[config.mk]
export PLATFORM = sky130hd
export DESIGN_NAME = stage_nhead_seq
export DESIGN_NICKNAME = d
export VERILOG_FILES = /design/src/rtl/stage_nhead_seq_pkg.sv /design/src/rtl/stage_nhead_seq_mac.sv /design/src/rtl/stage_nhead_seq.sv
export SDC_FILE = /design/constraint.sdc
export NUM_CORES = 1
export LEC_CHECK = 0
export ABC_AREA = 1
export BUFFER_PORTS_ARGS = -buffer_cell sky130_fd_sc_hd__buf_4
export CAP_MARGIN = 10
export CORE_MARGIN = 3
export CORE_UTILIZATION = 50
export CTS_CLUSTER_SIZE = 24
export DETAILED_ROUTE_END_ITERATION = 7
export PLACE_DENSITY = 0.72
export SETUP_SLACK_MARGIN = 0.5
export SKIP_LAST_GASP = 1
export SLEW_MARGIN = 0
export SYNTH_ARGS = -nofsm -noshare
export SYNTH_HDL_FRONTEND = slang
export SYNTH_HIERARCHICAL = 1
export SYNTH_SLANG_ARGS = --single-unit
[constraint.sdc]
create_clock -name clk -period 9.7 [get_ports clk]
set_clock_uncertainty 0.05 [all_clocks]
set_input_delay 0.97 -clock clk [delete_from_list [all_inputs] [get_ports clk]]
set_output_delay 0.97 -clock clk [all_outputs]
set_load 0.01 [all_outputs]
[src/rtl/stage_nhead_seq_pkg.sv]
// Shared types and helpers for stage_nhead_seq.
// STAGE_SAT_EN selects clamping sat(); otherwise sat() wraps to the target width.
package stage_nhead_seq_pkg;

  typedef enum logic [2:0] {IDLE, ATTN, RES, MLP, DONE} stage_state_t;

  localparam int FRAC_DEF = 8;

  // Reduce a wide signed value to w bits; the caller truncates the result to w.
  function automatic logic signed [63:0] sat(input logic signed [63:0] v, input int w);
`ifdef STAGE_SAT_EN
    logic signed [63:0] hi, lo;
    hi = (64'sd1 <<< (w - 1)) - 64'sd1;
    lo = -hi - 64'sd1;
    if (v > hi) return hi;
    if (v < lo) return lo;
    return v;
`else
    return (v <<< (64 - w)) >>> (64 - w);
`endif
  endfunction

endpackage

[src/rtl/stage_nhead_seq_mac.sv]
// Shared multiply-shift unit: p = sat((a*b) >>> FRAC).
// Saturation behaviour follows STAGE_SAT_EN through the package sat().
module stage_mac_unit
  import stage_nhead_seq_pkg::*;
#(
  parameter int DATA_W = 16,
  parameter int FRAC   = FRAC_DEF
) (
  input  logic signed [DATA_W-1:0] a_i,
  input  logic signed [DATA_W-1:0] b_i,
  output logic signed [DATA_W-1:0] p_o
);

  logic signed [2*DATA_W-1:0] prod;

  assign prod = a_i * b_i;
  assign p_o  = DATA_W'(sat(64'(prod >>> FRAC), DATA_W));

endmodule

[src/rtl/stage_nhead_seq.sv]
// N-head attention + M-layer MLP stage with residuals, time-multiplexed on one MAC.
// Build option STAGE_SAT_EN: clamp every sat() instead of wrapping.
module stage_nhead_seq
  import stage_nhead_seq_pkg::*;
#(
  parameter int DATA_W   = 16,
  parameter int FRAC     = FRAC_DEF,
  parameter int NUM_HEAD = 4,
  parameter int NUM_MLP  = 2
) (
  input  logic                         clk,
  input  logic                         rst,
  input  logic                         i_valid,
  output logic                         i_ready,
  input  logic signed [DATA_W-1:0]     i_stage,
  input  logic [NUM_HEAD*DATA_W-1:0]   w_head,
  input  logic [NUM_MLP*DATA_W-1:0]    w_mlp,
  input  logic [NUM_MLP*DATA_W-1:0]    b_mlp,
  output logic                         o_valid,
  input  logic                         o_ready,
  output logic signed [DATA_W-1:0]     o_stage,
  output logic                         end_s
);

  localparam int ACC_W = DATA_W + $clog2(NUM_HEAD) + 1;
  localparam int CNT_W = $clog2(NUM_HEAD > NUM_MLP ? NUM_HEAD : NUM_MLP) + 1;

  stage_state_t state_q, state_d;
  logic [CNT_W-1:0] cnt_q, cnt_d;
  logic signed [ACC_W-1:0] acc_q, acc_d;
  logic signed [DATA_W-1:0] x_q, x_d, r1_q, r1_d, y_q, y_d, o_stage_q, o_stage_d;
  logic end_s_q, end_s_d;

  logic signed [DATA_W-1:0] mac_a, mac_b, mac_p, b_sel, acc_sat, res_sum, mlp_z, y_new;
  logic last_head, last_mlp;

  assign last_head = (cnt_q == CNT_W'(NUM_HEAD - 1));
  assign last_mlp  = (cnt_q == CNT_W'(NUM_MLP - 1));

  // Operand mux: heads use (x, w_head[h]); layers use (y, w_mlp[k]).
  always_comb begin
    mac_a = x_q;
    mac_b = w_head[int'(cnt_q)*DATA_W +: DATA_W];
    b_sel = '0;
    if (state_q == MLP) begin
      mac_a = y_q;
      mac_b = w_mlp[int'(cnt_q)*DATA_W +: DATA_W];
      b_sel = b_mlp[int'(cnt_q)*DATA_W +: DATA_W];
    end
  end

  stage_mac_unit #(.DATA_W(DATA_W), .FRAC(FRAC)) u_mac (
    .a_i (mac_a),
    .b_i (mac_b),
    .p_o (mac_p)
  );

  assign acc_sat = DATA_W'(sat(64'(acc_q), DATA_W));
  assign res_sum = DATA_W'(sat(64'(x_q) + 64'(acc_sat), DATA_W));
  assign mlp_z   = DATA_W'(sat(64'(mac_p) + 64'(b_sel), DATA_W));
  assign y_new   = mlp_z[DATA_W-1] ? '0 : mlp_z;

  always_ff @(posedge clk) begin
    if (rst) state_q <= IDLE;
    else     state_q <= state_d;
  end

  always_comb begin
    state_d = state_q;
    case (state_q)
      IDLE:    if (i_valid)   state_d = ATTN;
      ATTN:    if (last_head) state_d = RES;
      RES:                    state_d = MLP;
      MLP:     if (last_mlp)  state_d = DONE;
      DONE:    if (o_ready)   state_d = IDLE;
      default:                state_d = IDLE;
    endcase
  end

  always_comb begin
    i_ready = (state_q == IDLE);
    o_valid = (state_q == DONE);
    o_stage = o_stage_q;
    end_s   = end_s_q;
  end

  always_comb begin
    x_d       = x_q;
    acc_d     = acc_q;
    cnt_d     = cnt_q;
    r1_d      = r1_q;
    y_d       = y_q;
    o_stage_d = o_stage_q;
    end_s_d   = (state_d == DONE) && (state_q != DONE);
    case (state_q)
      IDLE: if (i_valid) begin
        x_d   = i_stage;
        acc_d = '0;
        cnt_d = '0;
      end
      ATTN: begin
        acc_d = acc_q + ACC_W'(mac_p);
        cnt_d = last_head ? '0 : cnt_q + 1'b1;
      end
      RES: begin
        r1_d = res_sum;
        y_d  = res_sum;
      end
      MLP: begin
        y_d   = y_new;
        cnt_d = last_mlp ? '0 : cnt_q + 1'b1;
        if (last_mlp) o_stage_d = DATA_W'(sat(64'(y_new) + 64'(r1_q), DATA_W));
      end
      default: ;
    endcase
  end

  always_ff @(posedge clk) begin
    if (rst) begin
      x_q       <= '0;
      acc_q     <= '0;
      cnt_q     <= '0;
      r1_q      <= '0;
      y_q       <= '0;
      o_stage_q <= '0;
      end_s_q   <= 1'b0;
    end else begin
      x_q       <= x_d;
      acc_q     <= acc_d;
      cnt_q     <= cnt_d;
      r1_q      <= r1_d;
      y_q       <= y_d;
      o_stage_q <= o_stage_d;
      end_s_q   <= end_s_d;
    end
  end

endmodule

# [After elaboration in Yosys (flattened, before gate mapping)]
# Cells that the tools add are included.
[totals] ff_bits=90 out_inout_bits=19 word_cells=51 in_bits=148
[classes] n_mul=1 shifts=3 eq_ne=9 reduce_logical=9 add_sub_neg=5 mux=16
[ops] cell="$shiftx 32x8->16" count=2
[ops] cell="$shiftx 64x8->16" count=1
[ops] cell="$add 16x16->16" count=3
[ops] cell="$mux 16" count=3
[ops] cell="$pmux 19 s2" count=1
[ops] cell="$pmux 16 s2" count=1
[ops] cell="$mul 16x16->24" count=1
[ops] cell="$mux 3" count=7
[ops] cell="$add 19x16->19" count=1
[ops] cell="$mux 19" count=1
[ops] cell="$mux 15" count=1
[ops] cell="$pmux 3 s5" count=1
[ops] cell="$eq 3x2->1 const B" count=3
[ops] cell="$pmux 3 s3" count=1
[ops] cell="$reduce_and 2->1" count=4
[ops] cell="$eq 3x1->1 const B" count=2
[ops] cell="$eq 3x3->1 const B" count=2
[ops] cell="$reduce_bool 2->1" count=2
[ops] cell="$add 3x1->3 const B" count=1
[ops] cell="$logic_not 3->1" count=1
[ops] cell="$ne 3x3->1 const B" count=1
[ops] cell="$reduce_bool 3->1" count=1
[ops] cell="$ne 2x2->1 const B" count=1
[ops] cell="$logic_and 1x1->1" count=1

# [Depth between registers and ports, before layout]
# Gate-level depths: netlist of run 1.
[depth] depth_word=6 mapped_depth=57 mapped_depth_nobuf=52

# [By module]
# Netlist of run 1, hierarchy kept.
[by_module_without_submodules] mod="stage_mac_unit" seq_area_each_um2=0.0 instances=1 area_each_um2=8127.8 cells_per_inst=1116
[by_module_without_submodules] mod="stage_nhead_seq" seq_area_each_um2=1741.7 instances=1 area_each_um2=7968.9 cells_per_inst=1360

# [Least setup slack after synthesis of run 1]
# OpenSTA, ideal clock, no wires.
[synth_path] kind="input to register" startpoint="in w_head[35]" endpoint="reg o_stage_q[8] (netlist: o_stage[8])" setup_ns=0.115 setup_slack_ns=0.345 required_time_ns=9.535 cell_stages=44 arrival_time_ns=9.190 path_buffers=3 path_cell_list="o21ai_0 -> o22ai_1 -> nand2_1 -> a21oi_1 -> clkbuf_1 -> clkbuf_1 -> nand2_1 -> fa_1 -> inv_1 -> fa_1 -> fa_1 -> fa_1 -> fa_1 -> inv_1 -> fa_1 -> inv_1 -> ha_1 -> nand2_1 -> [... 8 more ...] -> nand2_1 -> nand2_1 -> nand2_2 -> nand2_4 -> inv_2 -> buf_2 -> nor2_1 -> ha_1 -> inv_1 -> fa_1 -> o21ai_0 -> nand2_1 -> a21oi_1 -> nor2_1 -> nand2_1 -> nand2_1 -> o21ai_0 -> inv_1"
[synth_via] elab_chain_len=6
[synth_lines] item="start, declared" line_no="stage_nhead_seq.sv:16" source="input logic [NUM_HEAD*DATA_W-1:0] w_head,"
[synth_lines] item="$shiftx 64x8->16" line_no="stage_nhead_seq.sv:43" source="mac_b = w_head[int'(cnt_q)*DATA_W +: DATA_W];"
[synth_lines] item="$mux 16" line_no="stage_nhead_seq.sv:45" source="if (state_q == MLP) begin"
[synth_lines] item="via mac_b[3]" line_no="stage_nhead_seq.sv:34" source="logic signed [DATA_W-1:0] mac_a, mac_b, mac_p, b_sel, acc_sat, res_sum, mlp_z, y_new;"
[synth_lines] item="$mul 16x16->24" line_no="stage_nhead_seq_mac.sv:16" source="assign prod = a_i * b_i;"
[synth_lines] item="via mac_p[13]" line_no="stage_nhead_seq.sv:34"
[synth_lines] item="$add 16x16->16" line_no="stage_nhead_seq.sv:60" source="assign mlp_z = DATA_W'(sat(64'(mac_p) + 64'(b_sel), DATA_W));"
[synth_lines] item="$mux 15" line_no="stage_nhead_seq.sv:61" source="assign y_new = mlp_z[DATA_W-1] ? '0 : mlp_z;"
[synth_lines] item="$add 16x16->16" line_no="stage_nhead_seq.sv:112" source="if (last_mlp) o_stage_d = DATA_W'(sat(64'(y_new) + 64'(r1_q), DATA_W));"
[synth_lines] item="end signal, assigned" line_no="stage_nhead_seq.sv:133" source="o_stage_q <= o_stage_d;"
[synth_lines] item="end, declared" line_no="stage_nhead_seq.sv:31" source="logic signed [DATA_W-1:0] x_q, x_d, r1_q, r1_d, y_q, y_d, o_stage_q, o_stage_d;"
# The timed path passes the listed nets, and every way through them passes these cells.
# A chain may end at the register's enable or synchronous reset.

# [Worst setup path in the final report of run 1]
[layout_path] startpoint="in w_head[33]" endpoint="reg o_stage_q[10] (netlist: o_stage[10])"
# The elaborated chain is that of the path after synthesis.

==> summary.txt, run 1 <==
Critical path
  – Slowest cell on crit path: fa_2
  – Setup Crit Path Kind: in2reg
  – Arr. time, crit path: 9.09 ns
  – FF-to-FF path depth: 44
  – Largest stage delay, worst path: 0.58 ns
  – Top cell by count, worst path: nand2_1
  – Endpoint class of the critical path: register
  – Worst setup SP type: primary input
  – Worst path required time: 9.89 ns
  – Crit-path max FO: 4

Yosys
  – Flops & latches, synth: 87
  – Register area share after synthesis: 0.1082
  – Cells after Synth: 2,476
  – EDFF count, synth: 0
  – Synthesized net count: 2,948
  – Yosys top cell by area: fa_1
  – Mapped Area: 16,100 um^2
  – Unique masters post-synth: 49
  – Dominant synthesized flop cell: dfxtp_1
  – Ys Warns: 6
  – Yosys top cell area share: 0.2363
  – Top cells by area, synth: fa_1 24%, nand2_1 17%, inv_1 12%
  – Syn avg cell area: 6.501 um^2
  – Post-synth ARST share: 0

Layout
  – Area grow syn2layout: 23.08%
  – Most common cell after layout, fill and taps aside: nand2_1
  – Most frequent cells in the layout: 713 x nand2_1, 520 x inv_1, 263 x buf_4
  – # nets final: 3,162
  – Layout cell share with drive strength beyond 1: 0.1733
  – Number of antenna diodes: 0

Global routing
  – Number of global-route vias before repair: 15,970
  – Total GRT Usage: 0.3041
  – Initial antenna violation count: 0
  – GR Overflow Total: 0
  – Largest net degree at the start of global routing: 71
  – First-pass GRT wire length: 82.48 mm

STA
  – Period utilization: 0.9171
  – RSZ-0062 raised after global routing: no
  – Slew HR: 0.4103
  – Slew @ Worst Pin: 0.8824 ns
  – Fmax: 112.4 MHz
  – # setup viols final: 0
  – Final min period: 8.896 ns
  – Setup TNS: 0 ns
  – Fin. Hold Viols: 0
  – Hold WS: 0.4190 ns
  – Max-slew violations: 0

Placement
  – DP HPWL: 43.98 mm
  – GP Congestion: 0.9939
  – Number of buffers added on ports: 166

Die
  – Die ar.: 34,380 um^2
  – Initial Util: 0.5088
  – Total core area: 31,640 um^2
  – Die Y: 185.4 um
  – DIE WIDTH: 185.4 um
  – # IOs: 167
  – Cell Rows: 65

Clocking
  – Clock transition at the registers of the reported paths: 0.07 ns
  – CTS Buf Count: 9
  – Clk sinks: 87
  – H-tree Lvls: 3
  – Hold Buf Count CTS: 0
  – Root buffer cell: clkbuf_16
  – Later-pin clock latency in the skew report: 0.35 ns
  – TritonCTS clock tree: done
  – Clock buffer depth: 2

Outcome
  – Status: finished, final reports clean

Worst hold path
  – Worst Hold Path Cells: 2
  – Hold Path Class: reg2reg

Detailed routing
  – WL per Instance: 17.67 um
  – Final WL: 54.74 mm
  – Vias: 16,630
  – DR iter-0 viols: 1,183
  – DRT Pass-1 Iters: 6
  – Via/cell ratio: 5.368
  – Drc violations: 0
  – Antenna-violating nets left: 0

Flow run
  – Max Cap Viol: 0
-- layer usage --
metal / up-vias / GRT usage / part of all wire
met5: - / 0 / 0
li1: 7951 / - / -
met4: 0 / 0.1047 / 0.042
met3: 133 / 0.02671 / 0.056
met1: 7923 / 0.3903 / 0.41
met2: 619 / 0.5383 / 0.49
-- critical path: cells and delay by family --
kind,cells,cell delay (ns)
AND/OR/NAND/NOR,15,1.44
AO/OA/AOI/OAI,7,1.22
XOR/XNOR,1,0.21
buffers and inverters,11,0.84
adder cells (fa/ha/maj),10,4.41
-- registers in the layout, summed over array words and instances (netlist names) --
register,flops
r1_q,16
end_s,1
y_q,16
x_q,16
state_q,3
cnt_q,3
o_stage,16
acc_q,16
-- cells in the mapped netlist (all sizes together), types with 5 or more instances --
master    n
o22ai    16
nor3     13
a21o     10
dfxtp    87
nand4     7
o21ai   108
nand2   732
nand3b   16
nand3   122
or2       5
o21bai    6
a21oi   175
nor2    166
ha      134
xnor2     9
fa      190
a31oi     5
clkbuf   67
buf      30
xor2     22
inv     535
nor4      6
-- through the flow --
stage          worst slack (ns)  cells  utilization  instance area (um^2)
2_1_floorplan            0.5222   2476            -                 16100
3_3_place_gp            0.04239   3025       0.5738                 18150
3_5_place_dp            0.01031   3025       0.5738                 18150
4_1_cts                  0.5045   3041       0.5855                 18520
5_1_grt                  0.4243   3097       0.6262                 19810
6_report                 0.8042   3097       0.6262                 19810
-- path summary, 6_finish.rpt --
kind | start | endpoint | slack, ns
worst min register to register | y_q[15] | y_q[15] | 0.42
worst max register to register | cnt_q[0] | o_stage[10] | 0.82
worst min-delay path | y_q[15] | y_q[15] | 0.42
worst max-delay path | w_head[33] | o_stage[10] | 0.80
-- timing repair --
item | in CTS | in global routing
resized for setup | 20 | 187
buffers inserted | 0 | 50
endpoints found under the setup margin | 12 | 14
pin swaps | 1 | 81
gates cloned | 0 | 6
hold endpoints to repair | 0 | 0
-- logic make-up after synthesis --
family / synth area share
AND/OR/NAND/NOR: 0.2738
buffers and inverters: 0.1514
AO/OA/AOI/OAI: 0.1092
adder cells (fa/ha/maj): 0.3405
flip-flops: 0.1082
XOR/XNOR: 0.01687
-- final cells by class --
class | instances | area [um^2]
clock inverters | 5 | 62.56
repair buffers | 300 | 2582
inverters | 538 | 2038
multi-input cells | 1754 | 12630
clock buffers | 11 | 242.7
flip-flops and latches | 87 | 1754
fillers | 2856 | 11830
well taps | 402 | 503.0
Power of run 1 is left out: the tool's default activity adds up to more than one toggle a clock period on the data nets, which glitch-free logic cannot reach.
==> inputs of run 2 (changes only) <==
- ABC_AREA: 1 -> unset
- PLACE_DENSITY: 0.72 -> 0.73
==> summary.txt, run 2 <==
Yosys
  – Yosys top cell area share: 0.2546
  – Mux share of post-synthesis cell area: 0.06105
  – Synth Area in Compound Gates: 0.1351
  – Simple logic cell fraction of the synthesized area: 0.1896
  – Dominant synthesized flop cell: dfxtp_1
  – Cells after Synth: 1,780
  – Top cells by area, synth: fa_1 25%, dfxtp_1 12%, ha_1 11%
  – EDFF count, synth: 0
  – Mapped Area: 14,940 um^2
  – Post-synth ARST share: 0
  – Register area share after synthesis: 0.1166
  – Synthesized net count: 2,252
  – Adder and majority cell fraction of the synthesized area: 0.3668
  – Ys Warns: 6
  – Yosys top cell by area: fa_1
  – Most common cell in the netlist: inv_1
  – Post-synth top cells: 258 x inv_1, 241 x nand2_1, 190 x fa_1, 134 x ha_1, 124 x nor2_1
  – Unique masters post-synth: 83
  – Main combinational cell family by area after synthesis: adder cells
  – Flops & latches, synth: 87
  – Synth Area in XOR/XNOR: 0.04346
  – Syn avg cell area: 8.394 um^2

Global routing
  – GR Overflow Total: 0
  – Number of global-route vias before repair: 14,430
  – Largest net degree at the start of global routing: 85
  – Total GRT Usage: 0.2789
  – Initial antenna violation count: 0
  – First-pass GRT wire length: 71.44 mm

Detailed routing
  – Final WL: 45.67 mm
  – DR iter-0 viols: 1,045
  – WL per Instance: 18.44 um
  – Via/cell ratio: 5.596
  – Drc violations: 0
  – Vias: 13,860
  – DRT Pass-1 Iters: 5
  – Antenna-violating nets left: 0

Power and ir drop
  – Sw Pwr: 3330 uW
  – PwrDens: 358.8 nW/um^2
  – Internal Power: 3598 uW
  – Sw frac: 0.4806
  – Total design power: 6928 uW
  – Clk pwr share: 0.051
  – Seq pwr share: 0.058
  – Leakage power: 0.008977 uW
  – Combinational share of power: 0.891
  – IR drop worst, VDD: 0.3556 mV

STA
  – Slew @ Worst Pin: 1.235 ns
  – Max-slew violations: 0
  – Setup TNS: 0 ns
  – Period utilization: 0.9753
  – RSZ-0062 raised after global routing: yes
  – Fin. Hold Viols: 0
  – Fmax: 105.7 MHz
  – # setup viols final: 0
  – Final min period: 9.461 ns
  – Slew HR: 0.1739

Layout
  – Most common cell after layout, fill and taps aside: buf_4
  – Layout cell share with drive strength beyond 1: 0.2887
  – Filler cells: 2,303
  – Most frequent cells in the layout: 350 x buf_4, 239 x inv_1, 229 x nand2_1
  – Finished Core Util: 0.6638
  – Number of antenna diodes: 0
  – Area grow syn2layout: 29.24%
  – # nets final: 2,559
  – Design Area, Final: 19,310 um^2

Critical path
  – Slowest cell on crit path: fa_1
  – Top cell by count, worst path: fa_1
  – Setup Crit Path Kind: in2reg
  – Arr. time, crit path: 9.70 ns
  – Crit-path max FO: 5
  – Endpoint class of the critical path: register
  – Worst path required time: 9.94 ns
  – Largest stage delay, worst path: 0.56 ns
  – Worst setup SP type: primary input

Die
  – Total core area: 29,090 um^2
  – # IOs: 167
  – Initial Util: 0.5136
  – DIE WIDTH: 178.9 um
  – Cell Rows: 62
  – Die ar.: 31,990 um^2
  – Die Y: 178.9 um

Clocking
  – Clock transition at the registers of the reported paths: 0.07 ns
  – Root buffer cell: clkbuf_16
  – Later-pin clock latency in the skew report: 0.35 ns
  – CTS Buf Count: 9
  – H-tree Lvls: 3
  – TritonCTS clock tree: done
  – Clock buffer depth: 2
  – Clk sinks: 87

Placement
  – Area post-placement: 17,920 um^2
  – Number of buffers added on ports: 166
  – GP Congestion: 0.9037
  – DP HPWL: 35.01 mm

Outcome
  – Status: finished, final reports clean

Worst hold path
  – Hold Path Class: reg2reg

Flow run
  – Max Cap Viol: 0
run 2: area by class of cell:
type	count	area, um^2	share of cell area
inverter	258	968.4	0.05015
multi-input combinational	1352	12790	0.6624
clock inverter	5	57.56	0.002981
sequential	87	1747	0.09046
clock buffer	11	232.7	0.01205
tap	384	480.5	0.02488
timing repair buffer	379	3033	0.1571
run 2: final timing paths:
path                                 start     endpoint  slack [ns]  cells after the start
worst max-delay path            w_head[54]  o_stage[14]        0.24                     38
worst min register to register  o_stage[0]   o_stage[0]        0.41                      2
worst min-delay path            o_stage[0]   o_stage[0]        0.41                      2
worst max register to register    cnt_q[0]  o_stage[14]        0.24                     40
run 2: cell families after synthesis:
group,after synthesis
AND/OR/NAND/NOR,601
buffers and inverters,342
adder cells (fa/ha/maj),324
AO/OA/AOI/OAI,288
flip-flops,87
XOR/XNOR,69
multiplexers,69
run 2: what timing repair did:
item,in CTS,in global routing
cloned,0,1
resized for setup,63,89
hold buffers,0,0
buffers inserted,22,28
endpoints found under the setup margin,13,14
pin swaps,60,81
run 2: routing by layer:
layer / wire length, um / global-route usage / share of wire
met2: 22360 / 0.4756 / 0.49
met5: 0 / 0 / 0
met1: 18880 / 0.3573 / 0.41
met4: 1424 / 0.09286 / 0.031
met3: 3001 / 0.05104 / 0.066
run 2: worst max-delay path: cells and delay by family:
family | cells | cell delay [ns]
AOI/OAI and AO/OA | 12 | 2.23
xor gates and xnor gates | 1 | 0.14
adders and majority gates | 10 | 3.96
buffers and inverters | 6 | 0.44
muxes | 1 | 0.50
and+or+nand+nor | 8 | 1.48
run 2: metrics by stage:
stage	setup WS [ns]	hold slack [ns]	cells
final	0.2394	0.4061	2476
after floorplan	0.3189	0.3828	1780
after global placement	-0.2815	0.3958	2409
after CTS	0.4234	0.4083	2447
after detailed placement	-0.4799	0.3990	2409
after global routing	0.01931	0.4275	2476
run 2: power groups by stage:
stage | logic (uW) | registers (uW) | clock network, uW
floorplan | 3270 | 401 | 0
global placement | 5120 | 411 | 0
detailed placement | 5230 | 412 | 0
CTS | 5670 | 403 | 351
global route | 6720 | 405 | 366
finish | 6170 | 404 | 351
Power figures use the tool's default switching activity.
